--- src/rtl/mc_proc_pkg.sv ---
// Shared definitions for the multi-cycle processor controller: opcodes,
// FSM states, instruction classes and mux-select encodings.
package mc_proc_pkg;

  localparam logic [3:0] OP_ALU_R  = 4'b0000;
  localparam logic [3:0] OP_ALU_I  = 4'b1000;
  localparam logic [3:0] OP_LW     = 4'b1001;
  localparam logic [3:0] OP_SW     = 4'b0101;
  localparam logic [3:0] OP_CMP_R  = 4'b0010;
  localparam logic [3:0] OP_CMP_I  = 4'b1010;
  localparam logic [3:0] OP_BRANCH = 4'b0110;
  localparam logic [3:0] OP_JAL    = 4'b1011;

  typedef enum logic [2:0] {
    ST_FETCH  = 3'd0,
    ST_DECODE = 3'd1,
    ST_EXEC   = 3'd2,
    ST_MEM    = 3'd3,
    ST_WB     = 3'd4,
    ST_HALT   = 3'd5
  } state_t;

  typedef enum logic [3:0] {
    CL_ALU_R   = 4'd0,
    CL_ALU_I   = 4'd1,
    CL_LW      = 4'd2,
    CL_SW      = 4'd3,
    CL_CMP_R   = 4'd4,
    CL_CMP_I   = 4'd5,
    CL_BRANCH  = 4'd6,
    CL_JAL     = 4'd7,
    CL_ILLEGAL = 4'd8
  } opclass_t;

  // PC source select
  localparam logic [1:0] PCSEL_PC4 = 2'b00;
  localparam logic [1:0] PCSEL_BR  = 2'b01;
  localparam logic [1:0] PCSEL_ALU = 2'b10;

  // Register-file write data select
  localparam logic [1:0] WSEL_ALU = 2'b00;
  localparam logic [1:0] WSEL_MEM = 2'b01;
  localparam logic [1:0] WSEL_PC4 = 2'b10;

  // Compare-type classes drive the ALU into compare mode.
  function automatic logic is_cmp(input opclass_t cls);
    return (cls == CL_CMP_R) || (cls == CL_CMP_I) || (cls == CL_BRANCH);
  endfunction

endpackage

--- src/rtl/mc_proc_decode.sv ---
// Combinational instruction decode: opcode class, ALU function and
// register-file indices straight from the instruction word.
module mc_proc_decode
  import mc_proc_pkg::*;
(
  input  logic [31:0] iword,
  output opclass_t    op_class,
  output logic [4:0]  alu_fn,
  output logic [3:0]  rd_index0,
  output logic [3:0]  rd_index1,
  output logic [3:0]  wrt_index
);

  // Map the 4-bit opcode onto an instruction class; unknown opcodes are illegal.
  always_comb begin
    op_class = CL_ILLEGAL;
    case (iword[3:0])
      OP_ALU_R:  op_class = CL_ALU_R;
      OP_ALU_I:  op_class = CL_ALU_I;
      OP_LW:     op_class = CL_LW;
      OP_SW:     op_class = CL_SW;
      OP_CMP_R:  op_class = CL_CMP_R;
      OP_CMP_I:  op_class = CL_CMP_I;
      OP_BRANCH: op_class = CL_BRANCH;
      OP_JAL:    op_class = CL_JAL;
      default:   op_class = CL_ILLEGAL;
    endcase
  end

  // SW and BRANCH read two sources and write none, so their read ports take
  // the top two register fields instead of rs1/rs2.
  always_comb begin
    rd_index0 = iword[27:24];
    rd_index1 = iword[23:20];
    if ((op_class == CL_SW) || (op_class == CL_BRANCH)) begin
      rd_index0 = iword[31:28];
      rd_index1 = iword[27:24];
    end else begin
      rd_index0 = iword[27:24];
      rd_index1 = iword[23:20];
    end
  end

  assign wrt_index = iword[31:28];
  assign alu_fn    = {is_cmp(op_class), iword[7:4]};

endmodule

--- src/rtl/mc_proc_controller.sv ---
// Multi-cycle processor control FSM (FETCH/DECODE/EXEC/MEM/WB/HALT).
// Memory-side controls are registered; strobes that depend on memReady or
// aluCompTrue in the same cycle are decoded from the registered state.
module mc_proc_controller
  import mc_proc_pkg::*;
(
  input  logic        clk,
  input  logic        reset,
  input  logic [31:0] iword,
  input  logic        aluCompTrue,
  input  logic        memReady,
  output logic        memReq,
  output logic        memWrtEn,
  output logic        memAddrSel,
  output logic        irWrtEn,
  output logic        pcWrtEn,
  output logic [1:0]  pcSel,
  output logic [4:0]  aluFn,
  output logic        aluSrc2Sel,
  output logic [3:0]  rdIndex0,
  output logic [3:0]  rdIndex1,
  output logic [3:0]  wrtIndex,
  output logic        regFileWrtEn,
  output logic [1:0]  regFileWrtSel,
  output logic        illegal
);

  state_t   state_r;
  logic     mem_req_r;
  logic     mem_wrt_en_r;
  logic     mem_addr_sel_r;
  logic     illegal_r;
  opclass_t op_class_s;
  logic     mem_done_s;

  mc_proc_decode u_decode (
    .iword     (iword),
    .op_class  (op_class_s),
    .alu_fn    (aluFn),
    .rd_index0 (rdIndex0),
    .rd_index1 (rdIndex1),
    .wrt_index (wrtIndex)
  );

  // memReady only counts while a request is actually outstanding.
  assign mem_done_s = mem_req_r & memReady;

  // State register plus registered memory controls, loaded for the state being entered.
  always_ff @(posedge clk or posedge reset) begin
    if (reset) begin
      state_r        <= ST_FETCH;
      mem_req_r      <= 1'b0;
      mem_wrt_en_r   <= 1'b0;
      mem_addr_sel_r <= 1'b0;
      illegal_r      <= 1'b0;
    end else begin
      case (state_r)
        ST_FETCH: begin
          // The first cycle after reset raises the request; later entries arrive with it set.
          mem_req_r      <= ~mem_done_s;
          mem_wrt_en_r   <= 1'b0;
          mem_addr_sel_r <= 1'b0;
          state_r        <= mem_done_s ? ST_DECODE : ST_FETCH;
        end
        ST_DECODE: begin
          if (op_class_s == CL_ILLEGAL) begin
            state_r   <= ST_HALT;
            illegal_r <= 1'b1;
          end else begin
            state_r <= ST_EXEC;
          end
        end
        ST_EXEC: begin
          case (op_class_s)
            CL_ALU_R, CL_ALU_I, CL_CMP_R, CL_CMP_I: state_r <= ST_WB;
            CL_LW, CL_SW: begin
              state_r        <= ST_MEM;
              mem_req_r      <= 1'b1;
              mem_addr_sel_r <= 1'b1;
              mem_wrt_en_r   <= (op_class_s == CL_SW);
            end
            CL_BRANCH, CL_JAL: begin
              state_r        <= ST_FETCH;
              mem_req_r      <= 1'b1;
              mem_addr_sel_r <= 1'b0;
              mem_wrt_en_r   <= 1'b0;
            end
            default: begin
              state_r   <= ST_HALT;
              illegal_r <= 1'b1;
            end
          endcase
        end
        ST_MEM: begin
          // Controls stay frozen until the access completes, then next fetch is requested.
          if (mem_done_s) begin
            state_r        <= ST_FETCH;
            mem_req_r      <= 1'b1;
            mem_addr_sel_r <= 1'b0;
            mem_wrt_en_r   <= 1'b0;
          end else begin
            state_r <= ST_MEM;
          end
        end
        ST_WB: begin
          state_r        <= ST_FETCH;
          mem_req_r      <= 1'b1;
          mem_addr_sel_r <= 1'b0;
          mem_wrt_en_r   <= 1'b0;
        end
        ST_HALT: begin
          state_r        <= ST_HALT;
          mem_req_r      <= 1'b0;
          mem_addr_sel_r <= 1'b0;
          mem_wrt_en_r   <= 1'b0;
          illegal_r      <= 1'b1;
        end
        default: begin
          state_r        <= ST_HALT;
          mem_req_r      <= 1'b0;
          mem_addr_sel_r <= 1'b0;
          mem_wrt_en_r   <= 1'b0;
          illegal_r      <= 1'b1;
        end
      endcase
    end
  end

  // Same-cycle strobes and selects decoded from the current state and live inputs.
  always_comb begin
    irWrtEn       = 1'b0;
    pcWrtEn       = 1'b0;
    pcSel         = PCSEL_PC4;
    aluSrc2Sel    = 1'b0;
    regFileWrtEn  = 1'b0;
    regFileWrtSel = WSEL_ALU;
    case (state_r)
      ST_FETCH: begin
        irWrtEn = mem_done_s;
        pcWrtEn = mem_done_s;
        pcSel   = PCSEL_PC4;
      end
      ST_EXEC: begin
        aluSrc2Sel = (op_class_s != CL_ALU_R) && (op_class_s != CL_CMP_R);
        case (op_class_s)
          CL_BRANCH: begin
            pcWrtEn = aluCompTrue;
            pcSel   = PCSEL_BR;
          end
          CL_JAL: begin
            pcWrtEn       = 1'b1;
            pcSel         = PCSEL_ALU;
            regFileWrtEn  = 1'b1;
            regFileWrtSel = WSEL_PC4;
          end
          default: begin
            pcWrtEn = 1'b0;
          end
        endcase
      end
      ST_MEM: begin
        aluSrc2Sel = 1'b1;
        if (op_class_s == CL_LW) begin
          regFileWrtEn  = mem_done_s;
          regFileWrtSel = WSEL_MEM;
        end else begin
          regFileWrtEn  = 1'b0;
        end
      end
      ST_WB: begin
        regFileWrtEn  = 1'b1;
        regFileWrtSel = WSEL_ALU;
      end
      default: begin
        irWrtEn = 1'b0;
      end
    endcase
  end

  assign memReq     = mem_req_r;
  assign memWrtEn   = mem_wrt_en_r;
  assign memAddrSel = mem_addr_sel_r;
  assign illegal    = illegal_r;

endmodule

--- config.mk ---
export PLATFORM = sky130hd
export DESIGN_NAME = mc_proc_controller
export DESIGN_NICKNAME = d
export VERILOG_FILES = /design/src/rtl/mc_proc_pkg.sv /design/src/rtl/mc_proc_decode.sv /design/src/rtl/mc_proc_controller.sv
export SDC_FILE = /design/constraint.sdc
export NUM_CORES = 1
export LEC_CHECK = 0
export BUFFER_PORTS_ARGS = -buffer_cell sky130_fd_sc_hd__buf_2
export CAP_MARGIN = 20
export CORE_AREA = 2 2 51 53
export CTS_CLUSTER_DIAMETER = 30
export CTS_CLUSTER_SIZE = 8
export DETAILED_ROUTE_END_ITERATION = 7
export DIE_AREA = 0 0 53 55
export PLACE_DENSITY = 0.74
export SLEW_MARGIN = 20
export SYNTH_ARGS = -nofsm -noshare
export SYNTH_HDL_FRONTEND = slang
export SYNTH_SLANG_ARGS = --single-unit
--- constraint.sdc ---
create_clock -name clk -period 2 [get_ports clk]
set_input_delay 0.2 -clock clk [delete_from_list [all_inputs] [get_ports clk]]
set_output_delay 0.2 -clock clk [all_outputs]
set_load 0.01 [all_outputs]
* After elaboration in Yosys (flattened, before gate mapping)
Memory sizes are Yosys's and may differ from the RTL's. Index checks and enable logic that the tools add are counted.
Word-level totals: flip-flop bits (word level) 7, input bits 36, ROM bits 64, memories 1, word-level logic and storage cells 74, output and inout bits 29
Memory list:
- (no name shown) | depth 16, bits a word 4, rd ports 1, clocked after Yosys merged registers in 0, write ports 0, RTL line mc_proc_decode.sv:17 | case (iword[3:0])
Operators by class: reductions and logical operators 16, eq/ne operators 18, mux-type cells 30, bitwise gates (word level) 4
Operator list (number):
- $eq 4x3->1 const B | 4
- $pmux 3 s5 | 1
- $pmux 1 s3 | 4
- $mux 1 | 10
- $pmux 1 s2 | 5
- $pmux 3 s3 | 1
- $reduce_and 3->1 | 3
- $eq 4x2->1 const B | 2
- $mux 4 | 2
- $ne 2x2->1 const B | 4
- $pmux 2 s2 | 2
- $reduce_or 4->1 | 2
- $reduce_or 8->1 | 1
- $eq 3x2->1 const B | 2
- $mux 2 | 3
- $pmux 1 s5 | 1
- $eq 4x1->1 const B | 1
- $eq 4x4->1 const B | 1
- $logic_not 4->1 | 1
- $ne 4x3->1 const B | 1
- $reduce_bool 4->1 | 1
- $reduce_or 2->1 | 2
- $eq 3x1->1 const B | 1
- $eq 3x3->1 const B | 1
- 8 further kinds | 12

* Depth between registers and ports, before layout
An unclocked memory read counts as a cell.
word-level depth 5, depth in mapped cells 7, mapped depth without buffers 6

* Cells and area by module
From an unflattened synthesis, not the netlist that was laid out.
Second synthesis, totals: cells, all modules 97, area total of the unflattened synthesis 865.8 sq um
By module, submodules not included:
- mc_proc_controller | cells an instance 58, instances 1, area an instance 529.3 sq um, sequential area each 175.2 sq um
- mc_proc_decode | cells an instance 39, instances 1, area an instance 336.6 sq um, sequential area each 0.0 sq um

* Least setup slack after synthesis
Ideal clock, no wire load.
path type input to output, start input iword[0], end output rdIndex0[0], cell stages on the path 7, buffers on the path 1, data arrival time 1.906 ns, slack -0.106 ns, path through inv_1 ha_1 or3b_1 clkbuf_2 o22a_2 mux2i_4 mux2_2
Between the ends: longest elaborated chain between the ends 4, elaborated cells on any way between the ends 5, those cells by class 2 x eq/ne; 1 x mux; 1 x reduce/logical; 1 x memory
RTL lines:
- from (decl) | RTL line mc_proc_controller.sv:9 | input logic [31:0] iword,
- $mem_v2 16x4 *
- $eq 4x2->1 or $eq 4x3->1 (tied branches) | RTL line mc_proc_decode.sv:35 | if ((op_class == CL_SW) || (op_class == CL_BRANCH)) begin
- $logic_or 1x1->1 * | RTL line mc_proc_decode.sv:35
- $mux 4 * | RTL line mc_proc_decode.sv:35
- to (decl) | RTL line mc_proc_controller.sv:20 | output logic [3:0] rdIndex0,
Mark *: on every way between the ends. The rest lies on a longest branch, timed or not.

* Worst setup path after layout
start input iword[0], end output rdIndex1[3]
Between the ends: longest elaborated chain between the ends 4, elaborated cells on any way between the ends 5, those cells by class 2 x eq/ne; 1 x mux; 1 x reduce/logical; 1 x memory
RTL lines:
- $mem_v2 16x4 *
- $eq 4x2->1 or $eq 4x3->1 (tied branches) | RTL line mc_proc_decode.sv:35
- $logic_or 1x1->1 * | RTL line mc_proc_decode.sv:35
- $mux 4 * | RTL line mc_proc_decode.sv:35
- to (decl) | RTL line mc_proc_controller.sv:21 | output logic [3:0] rdIndex1,
Marks and branches as above.

==> results.py <==
metrics = {
    "synthesis": {
        "synthesis.area_per_instance_sq_um": 8.28,
        "postSynth.asyncResetShare_pct": 100,
        "synth-seq-area-share_pct": 23.0,
        "synth_cell_types": 33,
        "synth_area_sq_um": 762,
        "synth_ff_type": "sky130_fd_sc_hd__dfrtp_1",
        "synth-edff-count": 0,
        "synth.net_count": 131,
        "yosys_register_bits": 7,
        "postSynthCellCount": 92,
        "ys.warnings.count": 0,
    },
    "floorplanning": {
        "die_x_extent_um": 53,
        "core-area_sq_um": 2360,
        "floorplan.initialDensity_pct": 32.2,
        "top_level_ports": 65,
        "die_y_um": 55,
        "dieArea_sq_um": 2920,
        "std_cell_rows": 18,
    },
    "detailed_routing": {
        "wl_per_cell_um": 14.2,
        "highest_layer": "met4",
        "detail_route.vias_per_cell": 5.09,
        "drtPass1Iterations": 4,
        "detail-route-antenna-nets": 0,
        "m1WireLength_um": 907,
        "drt_wl_total_mm": 2.44,
        "dr.first_iter.drc_count": 13,
        "met3RoutedLength_um": 124,
        "met2_wirelength_mm": 1.35,
        "route.detailed.drc": 0,
        "routed-via-count": 875,
    },
    "timing": {
        "fin_crit_ns": 2.13,
        "slew-limit-headroom_pct": 77.2,
        "worst_setup_margin_ns": -0.134,
        "max_slew.worst_pin.slew_ns": 0.342,
        "rsz0062_at_grt": "true",
        "final-max-slew-violation-count": 0,
        "tns_ns": -1.02,
        "skew_ns": 0.000453,
        "max_freq_ghz": 0.469,
        "report.final.setup_viol": 8,
        "hold_violations": 0,
        "timing.final.crit_share_pct": 107,
    },
    "clock_network": {
        "clk_pin_slew_ns": 0.05,
        "tritoncts": "built",
        "number_of_buffers_inserted_during_clock_tree_synthesis": 3,
        "clk-insertion-delay-late_ns": 0.25,
        "cts_root_buf": "sky130_fd_sc_hd__clkbuf_4",
        "htree_num_levels": 1,
        "cts_setup_buffers": 0,
        "cts_num_sinks": 7,
        "clockBufferDepth": 2,
    },
    "global_routing": {
        "grt_pass1_vias": 843,
        "grt_max_degree": 13,
        "globalRoute.totalOverflow": 0,
        "first_pass_grt_wire_length_mm": 3.46,
        "antenna_found_initial": 0,
        "gr-usage-all-layers_pct": 15.9,
    },
    "setup_path": {
        "cp.required_ns": 1.80,
        "cp_max_fo": 8,
        "critical_path.top_delay_family": "multiplexers",
        "startpoint_type": "input port",
        "path_cells": "buf_8, inv_6, ha_4, or3b_4, o22a_4, mux2i_4, buf_12, mux2_4, buf_6",
        "cp_slowest_cell": "sky130_fd_sc_hd__or3b_4",
        "critical-path-max-stage-delay_ns": 0.39,
        "critPathBufInv": 4,
        "worst_setup_path_type": "input port to primary output",
        "critical_path_arrival_ns": 1.93,
        "endpoint_kind": "primary output",
    },
    "power_and_ir_drop": {
        "p_total_mw": 0.457,
        "leakage_component_of_the_power_nw": 0.609,
        "power_density_nw_per_um2": 370,
        "vdd.ir_drop.worst_mv": 0.379,
    },
    "place": {
        "place_area_sq_um": 1100,
        "portBuffers": 44,
        "place_congestion": 0.882,
        "dp.final_hpwl_mm": 1.90,
    },
    "layout": {
        "post_route_cells_drive_above_1_share_pct": 55.6,
        "post-route-cell-area_sq_um": 1240,
        "antenna_cells_inserted": 0,
        "n_fill_cell": 223,
        "num-nets-final": 182,
        "area_delta_synth_final_pct": 62.2,
    },
    "worst_hold_path": {
        "holdCritPathClass": "input port to flip-flop",
    },
    "run_status": {
        "violated_checks": "setup timing",
        "run_status": "finished, violations left",
    },
    "job": {
        "max_cap_violations": 0,
    },
}
==> per-layer routing <==
metal	global-route usage (%)	vias to the layer above
met5	0	-
met4	11.1	0
met3	1.88	6
met2	27.9	33
met1	18.2	408
li1	-	428
==> kinds of logic after synthesis <==
logic type | share of synthesized area [%]
flops | 23.0
mux | 14.8
fa+ha+maj | 4.93
compound gates | 21.8
buf+inv | 12.5
simple gates | 23.0
==> Yosys cell counts, drive strengths merged (2+ instances only) <==
cell     n  area, sq um
a21oi    2         10.0
ha       3         37.5
o21ai    4         20.0
nor2b    3         18.8
dfrtp    7          175
nand3b   3         22.5
o2bb2ai  3         26.3
nand2    8         30.0
mux2     8         90.1
inv      6         22.5
o22ai    2         12.5
nor3     4         20.0
clkbuf   3         12.5
o22a     2         18.8
buf      8         60.1
nand3    4         20.0
nor2     6         22.5
nor4     2         12.5
a31oi    2         12.5
==> worst register-to-register path: stages, from the launching register on <==
cell and delay, ns:
sky130_fd_sc_hd__dfrtp_1 0.54, sky130_fd_sc_hd__nor2b_1 0.25, sky130_fd_sc_hd__nand3_1 0.13, sky130_fd_sc_hd__a21oi_1 0.21, sky130_fd_sc_hd__o2bb2ai_1 0.15
==> where the power goes <==
group | internal [mW] | switching [mW] | total, mW
registers | 0.142 | 0 | 0.142
clock network | 0.0758 | 0.0477 | 0.124
logic | 0.109 | 0.0824 | 0.192
total | 0.327 | 0.130 | 0.457
==> through the flow <==
stage	worst slack [ns]	std cells	hold WS [ns]	util, %
after detailed placement	-0.222	167	0.129	46.4
after CTS	-0.146	172	0.347	51.6
after global routing	-0.178	172	0.395	52.3
after global placement	-0.210	167	0.122	46.4
final	-0.134	172	0.376	52.3
after floorplan	-0.0831	92	0.00340	-
==> timing repair <==
action / CTS / global route
hold buffers: 1 / 0
setup endpoints to repair: 12 / 11
cloned: 0 / 0
hold endpoints to repair: 7 / 0
gates resized for setup: 18 / 4
pin swaps: 7 / 2
==> state kept, by name, indices dropped and copies added (netlist names) <==
register    count
memAddrSel      1
memReq          1
state_r         3
memWrtEn        1
illegal         1
==> layout by cell type (no fill, tap or decap), types with 3 or more instances in the layout <==
cell type / netlist / routed
sky130_fd_sc_hd__nand2_1: 8 / 8
sky130_fd_sc_hd__nor3_1: 4 / 3
sky130_fd_sc_hd__mux2_4: 0 / 8
sky130_fd_sc_hd__clkbuf_4: 0 / 3
sky130_fd_sc_hd__o21ai_0: 4 / 3
sky130_fd_sc_hd__buf_2: 0 / 34
sky130_fd_sc_hd__dfrtp_1: 7 / 7
sky130_fd_sc_hd__o2bb2ai_1: 3 / 3
sky130_fd_sc_hd__nand3b_1: 3 / 3
sky130_fd_sc_hd__inv_1: 6 / 4
sky130_fd_sc_hd__nor2_1: 6 / 6
sky130_fd_sc_hd__nand3_1: 4 / 4
sky130_fd_sc_hd__buf_4: 8 / 11
sky130_fd_sc_hd__buf_6: 0 / 9
sky130_fd_sc_hd__nor2b_1: 3 / 3
==> final cells by class <==
cell class / count / area, sq um / area share (%)
Multi-Input combinational cell: 68 / 571 / 46.2
Timing Repair Buffer: 57 / 399 / 32.3
Sequential cell: 7 / 175 / 14.2
Tap cell: 30 / 37.5 / 3.04
Inverter: 6 / 27.5 / 2.23
Clock buffer: 4 / 26.3 / 2.13
==> path summary, 6_finish.rpt <==
kind,from,end,slack (ns),cells after the start
setup / recovery,iword[0],rdIndex1[3],-0.13,9
hold / removal,memReady,state_r[1],0.38,4
setup reg to reg,state_r[1],memAddrSel,0.64,4
hold reg to reg,illegal,illegal,0.47,2
max in group asynchronous,reset,state_r[2],1.38,3
min in group asynchronous,reset,memReq,0.42,3
Power figures use the tool's default switching activity.
